### src/rtl/wb_pkg.sv
// Shared definitions for the writeback arbiter: source indices, buffer entry
// layout and the round-robin wrap helper.
package wb_pkg;

    localparam int WB_XLEN = 32;
    localparam int WB_AW   = 5;

    localparam int NSRC    = 3;
    localparam logic [1:0] SRC_LD  = 2'd0;
    localparam logic [1:0] SRC_FPU = 2'd1;
    localparam logic [1:0] SRC_ALU = 2'd2;

    typedef struct packed {
        logic [WB_AW-1:0]   rd;
        logic               fp;
        logic [WB_XLEN-1:0] data;
    } wb_entry_t;

    function automatic logic [1:0] rr_next(input logic [1:0] idx);
        return (idx == SRC_ALU) ? SRC_LD : idx + 2'd1;
    endfunction

endpackage

### src/rtl/rr_arb3.sv
// Three-way round-robin arbiter: searches from (ptr+1) mod 3, and the pointer
// moves to the winner at the edge (reset points at 2 so source 0 wins first).
module rr_arb3
    import wb_pkg::*;
(
    input  logic            clk,
    input  logic            rst_n,
    input  logic [NSRC-1:0] req,
    output logic [NSRC-1:0] gnt,
    output logic            gnt_valid,
    output logic [1:0]      gnt_idx
);

    logic [1:0] ptr_q, ptr_d;
    logic [1:0] cand;

    always_comb begin
        gnt       = '0;
        gnt_valid = 1'b0;
        gnt_idx   = ptr_q;
        cand      = ptr_q;
        for (int k = 0; k < NSRC; k++) begin
            cand = rr_next(cand);
            if (!gnt_valid && req[cand]) begin
                gnt[cand] = 1'b1;
                gnt_valid = 1'b1;
                gnt_idx   = cand;
            end
        end
    end

    always_comb begin
        ptr_d = gnt_valid ? gnt_idx : ptr_q;
    end

    always_ff @(posedge clk or negedge rst_n) begin
        if (!rst_n) ptr_q <= SRC_ALU;
        else        ptr_q <= ptr_d;
    end

endmodule

### src/rtl/wb_arbiter_stage.sv
// Writeback stage: one-entry buffer per producer, independent round-robin
// arbiters for the int and fp register files, registered write ports.
module wb_arbiter_stage
    import wb_pkg::*;
#(
    parameter int XLEN = WB_XLEN,
    parameter int AW   = WB_AW
) (
    input  logic            clk,
    input  logic            rst_n,
    input  logic            ld_valid,
    output logic            ld_ready,
    input  logic [AW-1:0]   ld_rd,
    input  logic            ld_fp,
    input  logic [XLEN-1:0] ld_data,
    input  logic            fpu_valid,
    output logic            fpu_ready,
    input  logic [AW-1:0]   fpu_rd,
    input  logic            fpu_fp,
    input  logic [XLEN-1:0] fpu_data,
    input  logic            alu_valid,
    output logic            alu_ready,
    input  logic [AW-1:0]   alu_rd,
    input  logic            alu_fp,
    input  logic [XLEN-1:0] alu_data,
    output logic            we,
    output logic [AW-1:0]   write_address,
    output logic [XLEN-1:0] data_in,
    output logic            wef,
    output logic [AW-1:0]   write_addressf,
    output logic [XLEN-1:0] data_inf,
    output logic            wb_busy
);

    logic [NSRC-1:0] full_q, full_d;
    wb_entry_t       ent_q [NSRC];
    wb_entry_t       ent_d [NSRC];
    wb_entry_t       src_ent [NSRC];
    logic [NSRC-1:0] src_valid, src_ready, accept;
    logic [NSRC-1:0] int_req, fp_req, int_gnt, fp_gnt, gnt;
    logic            int_gv, fp_gv;
    logic [1:0]      int_idx, fp_idx;
    wb_entry_t       int_ent, fp_ent;

    logic            we_q, we_d, wef_q, wef_d;
    logic [AW-1:0]   waddr_q, waddr_d, waddrf_q, waddrf_d;
    logic [XLEN-1:0] wdata_q, wdata_d, wdataf_q, wdataf_d;

    always_comb begin
        src_valid          = {alu_valid, fpu_valid, ld_valid};
        src_ent[SRC_LD]    = '{rd: ld_rd,  fp: ld_fp,  data: ld_data};
        src_ent[SRC_FPU]   = '{rd: fpu_rd, fp: fpu_fp, data: fpu_data};
        src_ent[SRC_ALU]   = '{rd: alu_rd, fp: alu_fp, data: alu_data};
        for (int i = 0; i < NSRC; i++) begin
            int_req[i] = full_q[i] & ~ent_q[i].fp;
            fp_req[i]  = full_q[i] &  ent_q[i].fp;
        end
    end

    rr_arb3 u_int_arb (
        .clk       (clk),
        .rst_n     (rst_n),
        .req       (int_req),
        .gnt       (int_gnt),
        .gnt_valid (int_gv),
        .gnt_idx   (int_idx)
    );

    rr_arb3 u_fp_arb (
        .clk       (clk),
        .rst_n     (rst_n),
        .req       (fp_req),
        .gnt       (fp_gnt),
        .gnt_valid (fp_gv),
        .gnt_idx   (fp_idx)
    );

    // A granted buffer drains at this edge, so it can take a new entry at the same edge.
    always_comb begin
        gnt       = int_gnt | fp_gnt;
        src_ready = ~full_q | gnt;
        accept    = src_valid & src_ready;
        for (int i = 0; i < NSRC; i++) begin
            full_d[i] = accept[i] | (full_q[i] & ~gnt[i]);
            ent_d[i]  = accept[i] ? src_ent[i] : ent_q[i];
        end
    end

    assign ld_ready  = src_ready[SRC_LD];
    assign fpu_ready = src_ready[SRC_FPU];
    assign alu_ready = src_ready[SRC_ALU];

    // x0 entries are consumed but never produce an int write strobe.
    always_comb begin
        int_ent  = ent_q[int_idx];
        fp_ent   = ent_q[fp_idx];
        we_d     = int_gv && (int_ent.rd != '0);
        waddr_d  = int_gv ? int_ent.rd   : waddr_q;
        wdata_d  = int_gv ? int_ent.data : wdata_q;
        wef_d    = fp_gv;
        waddrf_d = fp_gv ? fp_ent.rd   : waddrf_q;
        wdataf_d = fp_gv ? fp_ent.data : wdataf_q;
    end

    always_ff @(posedge clk or negedge rst_n) begin
        if (!rst_n) begin
            full_q   <= '0;
            for (int i = 0; i < NSRC; i++) ent_q[i] <= '0;
            we_q     <= 1'b0;
            waddr_q  <= '0;
            wdata_q  <= '0;
            wef_q    <= 1'b0;
            waddrf_q <= '0;
            wdataf_q <= '0;
        end else begin
            full_q   <= full_d;
            for (int i = 0; i < NSRC; i++) ent_q[i] <= ent_d[i];
            we_q     <= we_d;
            waddr_q  <= waddr_d;
            wdata_q  <= wdata_d;
            wef_q    <= wef_d;
            waddrf_q <= waddrf_d;
            wdataf_q <= wdataf_d;
        end
    end

    assign we             = we_q;
    assign write_address  = waddr_q;
    assign data_in        = wdata_q;
    assign wef            = wef_q;
    assign write_addressf = waddrf_q;
    assign data_inf       = wdataf_q;
    assign wb_busy        = (|full_q) | we_q | wef_q;

endmodule

### config.mk
export PLATFORM = sky130hd
export DESIGN_NAME = wb_arbiter_stage
export DESIGN_NICKNAME = d
export VERILOG_FILES = /design/src/rtl/wb_pkg.sv /design/src/rtl/rr_arb3.sv /design/src/rtl/wb_arbiter_stage.sv
export SDC_FILE = /design/constraint.sdc
export NUM_CORES = 1
export LEC_CHECK = 0
export BUFFER_PORTS_ARGS = -buffer_cell sky130_fd_sc_hd__buf_2
export CORE_MARGIN = 2
export CORE_UTILIZATION = 59
export DETAILED_ROUTE_END_ITERATION = 8
export PLACE_DENSITY_LB_ADDON = 0.08
export SYNTH_ARGS = -nofsm -noshare
export SYNTH_HDL_FRONTEND = slang
export SYNTH_SLANG_ARGS = --single-unit
### constraint.sdc
create_clock -name clk -period 4.6 [get_ports clk]
set_input_delay 0.92 -clock clk [delete_from_list [all_inputs] [get_ports clk]]
set_output_delay 0.92 -clock clk [all_outputs]
set_load 0.005 [all_outputs]
==> After elaboration in Yosys (flattened, before gate mapping) <==
Index checks and enable logic that the tools add are counted.
{ "totals": {"output_inout_bits": 80, "input_bits": 119, "reg_bits": 197, "word_cells": 145} }
{ "classes": {"n_reduce_logical": 17, "eq_ne": 6, "bitwise_logic": 30, "muxes": 54, "order_cmp": 14, "addsub": 6} }
{ "ops": {"columns": ["operator", "count"], "rows": [
  ["38-bit binary-select mux with 2-bit select", 2],
  ["38-bit 2-to-1 mux", 4],
  ["2-bit 2-to-1 mux", 12],
  ["2-bit by 3-bit less-than comparator with 1-bit output (second input constant)", 6],
  ["1-bit 2-to-1 mux", 18],
  ["3-bit 2-to-1 mux", 6],
  ["3-bit OR", 6],
  ["2-bit by 1-bit adder with 2-bit output (second input constant)", 6],
  ["1-bit binary-select mux with 2-bit select", 6],
  ["1-bit demux with 2-bit select", 6],
  ["2-bit == test (second input constant)", 6],
  ["2-bit by 1-bit >= comparator with 1-bit output (second input constant)", 6],
  ["1-bit logical AND", 11],
  ["1-bit bitwise AND", 9],
  ["3-bit >= comparator (second input constant)", 2],
  ["1-bit NOT", 6],
  ["2-bit NOT with 3-bit output", 2],
  ["1-bit OR", 5],
  ["5-bit nonzero test", 1],
  ["1-bit logical NOT", 4],
  ["3-bit bitwise AND", 1],
  ["3-bit NOT", 1],
  ["3-bit OR reduction", 1]
]} }

==> Logic depth before layout (Yosys ltp) <==
Gate-level depths: netlist of the first run.
{ "logic_depth": {"ltp_word": 17, "mapped_depth": 9, "ltp_nobuf": 6} }

==> By module <==
Synthesis of the first run repeated with hierarchy kept, for this count alone.
{ "hier_totals": {"cells_unflattened": 789, "hier_area_um2": 9190.1} }
{ "modules_own_cells": {"columns": ["module", "cells_each", "area_per_inst_um2", "seq_area_each_um2", "n_inst"], "rows": [
  ["wb_arbiter_stage", 745, 8861.0, 4829.6, 1],
  ["rr_arb3 at u_fp_arb", 22, 171.4, 51.3, 1],
  ["rr_arb3 at u_int_arb", 22, 157.7, 51.3, 1]
]} }

==> Least setup slack after synthesis of the first run <==
OpenSTA, ideal clock, no wires.
{ "synth_timing": {"path_kind": "reg2out", "from": "register, netlist name ent_q[70]", "to": "output ld_ready", "path_slack_ps": 2525, "t_arrival_ps": 1155, "path_buffers": 0, "path_stages_with_launch": 4, "t_required_ps": 3680, "path_cell_list": "dfrtp_1 or3b_1 a211oi_1 o21ai_0"} }
{ "synth_between": {"elab_chain_len": 13, "word_cells_on_any_way": 39, "classes_between": "mux (22); bitwise (9); reduce/logical (8)"} }
{ "synth_rtl": {"columns": ["element", "line", "source"], "rows": [
  ["1-bit NOT", "wb_arbiter_stage.sv:55", "int_req[i] = full_q[i] & ~ent_q[i].fp;"],
  ["1-bit bitwise AND", "wb_arbiter_stage.sv:55", null],
  ["1-bit binary-select mux with 2-bit select", "rr_arb3.sv:24", "if (!gnt_valid && req[cand]) begin"],
  ["1-bit 2-to-1 mux (implied by the code)", "rr_arb3.sv:24", null],
  ["1-bit 2-to-1 mux", "rr_arb3.sv:24", null],
  ["1-bit logical NOT", "rr_arb3.sv:24", null],
  ["1-bit logical AND", "rr_arb3.sv:24", null],
  ["1-bit 2-to-1 mux", "rr_arb3.sv:24", null],
  ["1-bit logical NOT", "rr_arb3.sv:24", null],
  ["1-bit logical AND", "rr_arb3.sv:24", null],
  ["3-bit 2-to-1 mux", "rr_arb3.sv:24", null],
  ["3-bit OR (*)", "wb_arbiter_stage.sv:80", "gnt = int_gnt | fp_gnt;"],
  ["3-bit OR (*)", "wb_arbiter_stage.sv:81", "src_ready = ~full_q | gnt;"],
  ["end: declaration", "wb_arbiter_stage.sv:12", "output logic ld_ready,"]
]} }
Mark *: on every way between the ends. The rest lies on a longest branch, timed or not. The select of a mux whose other input is x is not followed.

==> Worst setup path after layout of the first run <==
{ "layout_timing": {"from": "register, netlist name ent_q[70]", "to": "output ld_ready"} }
{ "layout_between": {"elab_chain_len": 13, "word_cells_on_any_way": 39, "classes_between": "mux (22); bitwise (9); reduce/logical (8)"} }
{ "layout_rtl": {"columns": ["element", "line"], "rows": [
  ["1-bit NOT", "wb_arbiter_stage.sv:55"],
  ["1-bit bitwise AND", "wb_arbiter_stage.sv:55"],
  ["1-bit binary-select mux with 2-bit select", "rr_arb3.sv:24"],
  ["1-bit 2-to-1 mux (implied by the code)", "rr_arb3.sv:24"],
  ["1-bit 2-to-1 mux", "rr_arb3.sv:24"],
  ["1-bit logical NOT", "rr_arb3.sv:24"],
  ["1-bit logical AND", "rr_arb3.sv:24"],
  ["1-bit 2-to-1 mux", "rr_arb3.sv:24"],
  ["1-bit logical NOT", "rr_arb3.sv:24"],
  ["1-bit logical AND", "rr_arb3.sv:24"],
  ["3-bit 2-to-1 mux", "rr_arb3.sv:24"],
  ["3-bit OR (*)", "wb_arbiter_stage.sv:80"],
  ["3-bit OR (*)", "wb_arbiter_stage.sv:81"]
]} }
Marked as above.

==> impl_metrics.py, run 1 <==
metrics = {
    "cells_and_area": {
        "multi_input_area_um2": 3774,
        "nets": 1009,
        "fill_cells": 1098,
        "layoutNonFillerInstCount": 1092,
        "register_area_um2": 4932,
        "fin_area_um2": 10770,
        "area_growth_pct": 18.84,
        "drive_gt1_frac": 0.4529,
        "utilization": 0.7138,
    },
    "placed_design": {
        "gp_congestion": 0.8608,
        "numPlacedInstances": 1059,
        "placed_area_um2": 10160,
        "port_buffers": 198,
        "pre_cts_ws_ps": 1794,
        "dp_hpwl_um": 14470,
    },
    "critical_path": {
        "reg2reg_depth": 5,
        "cp.depth": 4,
        "crit_chain": "or3b_1, a211oi_1, o21ai_0, buf_2",
        "worstReg2RegEnd": "ent_q[102]",
        "worst-path-buf-inv": 1,
        "cp_data_arrival_time_ps": 1930,
        "cpMaxStageDelayCell": "dfrtp_1",
        "worstPathRequired_ps": 3680,
        "critPathTopFamily": "flip-flops",
        "cp-start-kind": "register",
        "crit_path_end_kind": "output pin",
        "rrSetupSlack_ps": 1760,
        "path_max_fanout": 8,
        "crit_path_max_incr_delay_ps": 470,
        "r2r-start": "ent_q[70]",
        "worst-setup-path-type": "register to output pin",
    },
    "sta": {
        "fin_ws_ps": 1745,
        "drv_slew": 0,
        "worst_pin_slew_ps": 1331,
        "layout_worst_path_cycle_share": 0.6206,
        "grt_setup_unrepaired": "false",
        "max_slew_margin": 0.1103,
        "setup_viol": 0,
        "period_minus_slack_ps": 2855,
        "hold_violations": 0,
        "whs_ps": 495.5,
        "tns_ps": 0,
        "max_freq_mhz": 350.3,
        "finClkSkew_ps": 12.00,
    },
    "clock_network": {
        "cts.sinks": 197,
        "clk_latency_ps": 430,
        "cts_buffer_depth": 2,
        "post-cts-setup-buffer-count": 0,
        "clkSlewWorstSetupHoldPaths_ps": 60,
        "root_buffer": "clkbuf_16",
        "cts_buffers": 17,
        "htreeDepth": 4,
        "postCtsHoldBufs": 0,
        "cts_tree": "done",
        "cts_resized": 0,
    },
    "yosys": {
        "ys_ff_latch": 197,
        "syn_area_um2": 9064,
        "yosysWarnings": 0,
        "synth_edf_count": 0,
        "netlist_top_cells_count": "195 x dfrtp_1, 142 x mux2_2, 74 x nor2_1",
        "synth_top_cell_by_area": "dfrtp_1",
        "syn_inst": 718,
        "ys_types": 41,
        "synthFlopType": "dfrtp_1",
        "ys_seq_area_frac": 0.5442,
        "synth_area_per_cell_um2": 12.62,
        "async_flop_share": 1.000,
        "yosysTopAreaCellShare": 0.5384,
        "ys_top_cells_by_area": "dfrtp_1 54%, mux2_2 18%, mux2i_1 4.1%, o221ai_1 3.6%, o21a_1 3.2%",
        "synth_nets": 837,
        "synthMostInstantiatedCell": "dfrtp_1",
    },
    "floorplan": {
        "row_count": 45,
        "core_um2": 15090,
        "die_area_um2": 16370,
        "initial_core_util": 0.6007,
        "io-pin-count": 199,
        "die_height_um": 127.9,
        "die_x_um": 127.9,
    },
    "pwr": {
        "switchingPower_mw": 3.496,
        "clkPwrFrac": 0.172,
        "p_int_mw": 5.473,
        "combPwrFrac": 0.471,
        "power_frac_seq": 0.357,
        "netSwitchingFraction": 0.3898,
        "power-per-cell-area_nw_per_um2": 832.6,
        "finalPower_mw": 8.968,
        "ir_worst_vdd_v": 0.0004716,
        "p_leak_nw": 5.008,
    },
    "min_path": {
        "hold_end": "data_inf[0]",
        "whs_path_depth": 1,
        "min_from": "data_inf[0]",
        "hold_path.class": "register to register",
    },
    "route": {
        "avgViaCountPerCell": 6.088,
        "wl_um": 23450,
        "vias": 6648,
        "wire_per_inst_um": 21.48,
        "ant_nets": 0,
        "dr.pass1.iters": 8,
        "drt_iter0_drc": 575,
        "drc": 0,
    },
    "grt": {
        "grt_overflow": 0,
        "first_global_vias": 6965,
        "grt_max_degree": 100,
        "antenna_found_initial": 1,
        "grt_usage": 0.2940,
        "grt_first_pass_wirelength_um": 36700,
    },
    "run": {
        "drv_cap": 0,
    },
    "run_status": {
        "status": "complete, no violations",
    },
}
## routing by layer
layer	GRT usage	vias up	wire length (um)
met5	0	-	0
met1	0.3965	3376	10000
met2	0.4800	276	11430
met3	0.06636	42	1591
met4	0.09114	0	431
li1	-	2954	-
## placed cells by master, fill, tap and decap left out, types with 3 or more instances in the layout
cell       Yosys  final
bufinv_16      0      3
a221oi_2       9      9
a211oi_1       3      3
mux2_2       142    142
dfrtp_1      195    195
o21a_1        39     38
a21oi_1        4      4
mux2_4         9      9
nor2_1        74     73
mux2i_1       37     37
buf_4          6      5
a22oi_1        3      3
clkbuf_16      0     17
nand3b_1       3      3
inv_6          0      3
o221ai_1      37     37
nand2b_1       6      6
nand2_1        7      5
buf_2         15    197
inv_1         40     40
a221oi_1      25     25
## state kept, by name, indices dropped and copies added, names as in the netlist
signal           cells
data_in             32
u_fp_arb.ptr_q       2
full_q               3
we                   1
ent_q              114
data_inf            32
write_address        5
write_addressf       5
u_int_arb.ptr_q      2
wef                  1
## kinds of logic (layout without fill, tap and decap cells)
group,count (synthesis),after routing,synth area share
DFF,197,197,0.5442
muxes,188,188,0.2322
buffers and inverters,93,278,0.04638
other,0,1,0
and+or+nand+nor,108,108,0.05301
AOI/OAI and AO/OA,132,132,0.1242
## power by group through the flow
stage | Combinational (mW) | Sequential (mW) | Clock [mW]
2_1_floorplan | 3.02 | 3.06 | 0
3_3_place_gp | 4.07 | 3.15 | 0
3_5_place_dp | 4.21 | 3.21 | 0
4_1_cts | 4.23 | 3.19 | 1.57
5_1_grt | 4.56 | 3.30 | 1.64
6_report | 4.22 | 3.20 | 1.55
## worst max-delay path by stage
stage               from  slack (ps)          to
2_1_floorplan  ent_q[70]        2520    ld_ready
3_3_place_gp   full_q[1]        1820   ent_q[98]
3_5_place_dp   ent_q[70]        1790  ent_q[111]
4_1_cts        full_q[1]        1730    ld_ready
5_1_grt        full_q[1]        1640  ent_q[102]
6_report       ent_q[70]        1750    ld_ready
## layout make-up
| cell class | instances | area share |
|---|---|---|
| sequential | 197 | 0.4579 |
| multi-input combinational | 428 | 0.3503 |
| antenna | 1 | 0.0002323 |
| clock inverter | 13 | 0.01580 |
| tap | 188 | 0.02184 |
| inverter | 42 | 0.01464 |
| clock buffer | 19 | 0.04112 |
| timing repair buffer | 204 | 0.09815 |
No activity file was read; power rests on OpenSTA's default activity.
==> run 2, diff against run 1 <==
- CORE_UTILIZATION: 59 -> 49
- clock period: 4.6 -> 2.4 ns (I/O delays scaled with it)
==> run 2 against run 1 <==
Against the previous run:
- the flow now finishes with violations (DRC, hold timing)
- clock skew up 3.3 ps
- register-to-register slack worse by 1600 ps
- clock power up 88%
- die area up 20%
- worst setup slack worse by 1700 ps
- wire length up 7.2%
- count of clock-buffer cells in the layout up 1
- largest power group unchanged
==> impl_metrics.py, run 2 (synthesis gave the netlist of run 1 again) <==
metrics = {
    "cells_and_area": {
        "largest_register_ff_count": 114,
        "multi_input_area_um2": 3779,
        "drive_gt1_frac": 0.4697,
        "nets": 1030,
        "layout_common_cells": "197 x buf_2, 191 x dfrtp_1, 142 x mux2_2, 73 x nor2_1, 40 x inv_1",
        "layout_commonest_cell": "buf_2",
        "top_register": "ent_q",
        "layoutNonFillerInstCount": 1154,
        "fill_cells": 1476,
        "area_growth_pct": 22.65,
        "register_area_um2": 4937,
    },
    "critical_path": {
        "crit_path_end_kind": "output pin",
        "cp-start-kind": "register",
        "path_max_fanout": 8,
        "worst-setup-path-type": "register to output pin",
        "worstReg2RegEnd": "we",
        "rrSetupSlack_ps": 180,
        "r2r-start": "ent_q[70]",
        "cp_data_arrival_time_ps": 1830,
        "worstPathRequired_ps": 1920,
        "reg2reg_depth": 7,
    },
    "grt": {
        "first_global_vias": 7168,
        "antenna_found_initial": 1,
        "grt_max_degree": 54,
        "grt_usage": 0.2630,
        "grt_overflow": 0,
        "grt_first_pass_wirelength_um": 39740,
    },
    "sta": {
        "fin_ws_ps": 92.02,
        "tns_ps": 0,
        "drv_slew": 0,
        "period_minus_slack_ps": 2308,
        "hold_violations": 1,
        "layout_worst_path_cycle_share": 0.9617,
        "setup_viol": 0,
        "max_freq_mhz": 433.3,
        "finClkSkew_ps": 15.25,
        "grt_setup_unrepaired": "false",
        "worst_pin_slew_ps": 671.4,
        "max_slew_margin": 0.5507,
        "whs_ps": -2.798,
    },
    "floorplan": {
        "die_x_um": 140.0,
        "io-pin-count": 199,
        "core_um2": 18090,
        "row_count": 49,
        "initial_core_util": 0.5011,
        "die_height_um": 140.0,
        "die_area_um2": 19600,
    },
    "run_status": {
        "status": "complete, but fails checks",
        "violations": "DRC, hold timing",
    },
    "pwr": {
        "power-per-cell-area_nw_per_um2": 1596,
        "finalPower_mw": 17.74,
        "ir_worst_vdd_v": 0.0008271,
        "p_leak_nw": 5.133,
    },
    "min_path": {
        "hold_path.class": "primary input to asynchronous set/reset pin",
    },
    "placed_design": {
        "pre_cts_ws_ps": 212.8,
        "numPlacedInstances": 1121,
        "dp_hpwl_um": 16890,
        "gp_congestion": 0.8583,
        "port_buffers": 198,
    },
    "route": {
        "ant_nets": 0,
        "avgViaCountPerCell": 5.754,
        "drt_iter0_drc": 400,
        "vias": 6640,
        "wl_um": 25140,
        "drc": 26,
        "dr.pass1.iters": 8,
        "wire_per_inst_um": 21.78,
    },
    "clock_network": {
        "cts.sinks": 197,
        "htreeDepth": 4,
        "clkSlewWorstSetupHoldPaths_ps": 70,
        "cts_tree": "done",
        "post-cts-setup-buffer-count": 0,
        "root_buffer": "clkbuf_16",
        "cts_buffer_depth": 2,
        "cts_buffers": 17,
        "clk_latency_ps": 440,
    },
    "run": {
        "drv_cap": 0,
    },
}
run 2: changes by cell type in the layout (fill, tap and decap cells not counted), moves of 2 or more:
| cell | change |
|---|---|
| buf_12 | +12 |
| dfrtp_1 | -4 |
| buf_4 | +9 |
| clkinv_2 | -2 |
| clkinv_4 | -2 |
| dfrtp_2 | +4 |
| clkinvlp_4 | +4 |
run 2: final cells by class:
class,count,area share
Tap cell,229,0.02577
Inverter,42,0.01418
Clock buffer,20,0.04018
Antenna cell,1,0.0002251
Timing Repair Buffer,225,0.1228
Sequential cell,197,0.4441
Clock inverter,12,0.01283
Multi-Input combinational cell,428,0.3399
run 2: critical path: stages, from the launching register on:
cell and delay, ps:
dfrtp_2 460, or3b_1 410, a211oi_2 230, o21ai_1 120, buf_2 170
run 2: repair_timing:
action | in CTS | in global routing
hold endpoints to repair | 0 | 0
resized for setup | 1 | 5
hold buffers | 0 | 0
endpoints found under the setup margin | 1 | 2
run 2: worst max path at each step:
stage                   start          to  slack [ps]  cells past startpoint
floorplan           ent_q[70]  ent_q[100]         370                      7
global placement    ent_q[70]   ent_q[93]         290                      6
detailed placement  ent_q[70]          we         210                      7
CTS                 ent_q[32]   fpu_ready          20                      4
global route        ent_q[32]   fpu_ready          30                      4
finish              ent_q[70]    ld_ready          90                      4
run 2: metal layers:
| layer | wire length [um] | track usage | part of all wire |
|---|---|---|---|
| met4 | 407 | 0.06539 | 0.016 |
| met3 | 1369 | 0.05538 | 0.054 |
| met2 | 12300 | 0.4446 | 0.49 |
| met5 | 0 | 0 | 0 |
| met1 | 11060 | 0.3501 | 0.44 |
run 2: power by group:
group	leakage [nW]	switching [mW]	internal (mW)	total, mW
Combinational	2.58	4.40	4.29	8.69
Clock	0.268	1.32	1.58	2.91
Sequential	2.28	1.20	4.95	6.15
Total	5.13	6.92	10.8	17.7
run 2: metrics by stage:
step | cell area, um2 | util | hold slack [ps]
after detailed placement | 10520 | 0.5814 | 470.8
final | 11120 | 0.6147 | -2.798
after CTS | 11100 | 0.6140 | 9.774
after global placement | 10520 | 0.5814 | 465.2
after global routing | 11110 | 0.6145 | 14.94
after floorplan | 9064 | - | 184.4
==> run 3, diff against run 2 <==
- CTS_BUF_LIST: default -> sky130_fd_sc_hd__clkbuf_8 sky130_fd_sc_hd__clkbuf_16
==> run 3 against run 2 <==
Against the previous run:
- first-iteration DRC count did not move
- critical path depth did not move
- fmax barely moved
- count of clock-buffer cells in the layout fell by 2
- sequential power barely moved
- core utilization did not move
- hold slack got worse by 0.52 ps
- non-clock buffer count did not move
- highest routed layer unchanged
- die area did not move
- clock power barely moved
- register-to-register slack barely moved
- the flow still finishes with violations (DRC, hold timing)
==> impl_metrics.py, run 3 (synthesis gave the netlist of run 1 again) <==
metrics = {
    "sta": {
        "worst_pin_slew_ps": 669.4,
        "whs_ps": -3.318,
        "max_freq_mhz": 433.2,
        "layout_worst_path_cycle_share": 0.9619,
        "hold_violations": 1,
        "finClkSkew_ps": 15.45,
        "setup_viol": 0,
        "drv_slew": 0,
        "tns_ps": 0,
        "period_minus_slack_ps": 2308,
        "max_slew_margin": 0.5521,
        "grt_setup_unrepaired": "false",
    },
    "clock_network": {
        "cts_buffers": 17,
        "postCtsHoldBufs": 0,
        "cts_buffer_depth": 2,
        "cts_tree": "done",
        "htreeDepth": 4,
        "clk_latency_ps": 440,
        "clkSlewWorstSetupHoldPaths_ps": 70,
        "cts.sinks": 197,
        "root_buffer": "clkbuf_16",
        "post-cts-setup-buffer-count": 0,
    },
    "cells_and_area": {
        "layout_common_cells": "197 x buf_2, 191 x dfrtp_1, 142 x mux2_2, 73 x nor2_1, 42 x inv_1",
        "nets": 1030,
        "drive_gt1_frac": 0.4697,
        "top_register": "ent_q",
        "layout_commonest_cell": "buf_2",
        "largest_register_ff_count": 114,
        "area_growth_pct": 22.65,
    },
    "grt": {
        "grt_first_pass_wirelength_um": 39740,
        "grt_max_degree": 54,
        "grt_overflow": 0,
        "antenna_found_initial": 1,
        "first_global_vias": 7168,
        "grt_usage": 0.2630,
    },
    "route": {
        "wire_per_inst_um": 21.75,
        "drc": 26,
        "avgViaCountPerCell": 5.744,
        "ant_nets": 0,
        "wl_um": 25100,
        "drt_iter0_drc": 400,
        "dr.pass1.iters": 8,
        "vias": 6629,
    },
    "floorplan": {
        "die_height_um": 140.0,
        "die_x_um": 140.0,
        "core_um2": 18090,
        "io-pin-count": 199,
        "row_count": 49,
        "die_area_um2": 19600,
        "initial_core_util": 0.5011,
    },
    "critical_path": {
        "worstPathRequired_ps": 1920,
        "worst-setup-path-type": "register to output pin",
        "cp_data_arrival_time_ps": 1830,
        "crit_path_end_kind": "output pin",
        "cp-start-kind": "register",
        "path_max_fanout": 8,
    },
    "placed_design": {
        "port_buffers": 198,
        "gp_congestion": 0.8583,
        "dp_hpwl_um": 16890,
    },
    "run": {
        "drv_cap": 0,
    },
    "pwr": {
        "switchingPower_mw": 6.912,
        "p_int_mw": 10.81,
        "power_frac_seq": 0.347,
        "ir_worst_vdd_v": 0.0008255,
        "power-per-cell-area_nw_per_um2": 1594,
        "p_leak_nw": 5.141,
        "finalPower_mw": 17.72,
        "clkPwrFrac": 0.163,
        "combPwrFrac": 0.490,
        "netSwitchingFraction": 0.3900,
    },
    "run_status": {
        "status": "complete, but fails checks",
        "violations": "DRC, hold timing",
    },
    "min_path": {
        "hold_path.class": "primary input to asynchronous set/reset pin",
    },
}
run 3: changes by cell type in the layout (fill, tap and decap cells not counted):
cell / delta
clkbuf_1: -2
inv_1: +2
run 3: critical path, stage by stage (launching register included):
cell	delay [ps]
dfrtp_2	460
or3b_1	410
a211oi_2	230
o21ai_1	120
buf_2	170
run 3: path summary, 6_finish.rpt:
kind	cells after the start	to	slack, ps	from
max in group asynchronous	2	ent_q[35]	1730	rst_n
min	1	data_in[2]	-3	rst_n
min reg2reg	1	data_inf[8]	490	data_inf[8]
max reg2reg	7	we	180	ent_q[70]
max	4	ld_ready	90	ent_q[70]
min in group clk	2	ent_q[42]	270	fpu_data[4]
run 3: cell type report:
class,instances,area [um2]
Timing Repair Buffer,225,1365
Clock inverter,14,150.1
Fill cell,1476,6969
Clock buffer,18,439.2
Tap cell,229,286.5
Inverter,42,157.7
Antenna cell,1,2.502
Multi-Input combinational cell,428,3779
Sequential cell,197,4937
run 3: power by group through the flow:
stage | combinational, mW | clock, mW | sequential, mW
floorplan | 5.78 | 0 | 5.87
global placement | 8.48 | 0 | 6.08
detailed placement | 8.70 | 0 | 6.17
CTS | 8.71 | 2.94 | 6.12
global route | 9.45 | 3.08 | 6.34
finish | 8.69 | 2.89 | 6.15
run 3: metal layers:
layer,track usage,vias to the layer above,wire length (um)
met2,0.4446,221,12320
li1,-,2996,-
met1,0.3501,3384,11030
met4,0.06539,0,364
met3,0.05538,28,1384
met5,0,-,0
run 3: timing repair:
| item | in CTS | in global routing |
|---|---|---|
| endpoints found under the setup margin | 1 | 2 |
| gates resized for setup | 1 | 5 |
| pin swaps | 0 | 0 |
run 3: metrics by stage:
stage	setup WS, ps	area, um2	cells	util	hold WS, ps
5_1_grt	28.33	11110	1153	0.6145	14.94
6_report	91.52	11120	1154	0.6147	-3.318
3_5_place_dp	212.8	10520	1121	0.5814	470.8
2_1_floorplan	366.4	9064	718	-	184.4
3_3_place_gp	285.3	10520	1121	0.5814	465.2
4_1_cts	21.07	11100	1153	0.6140	9.774
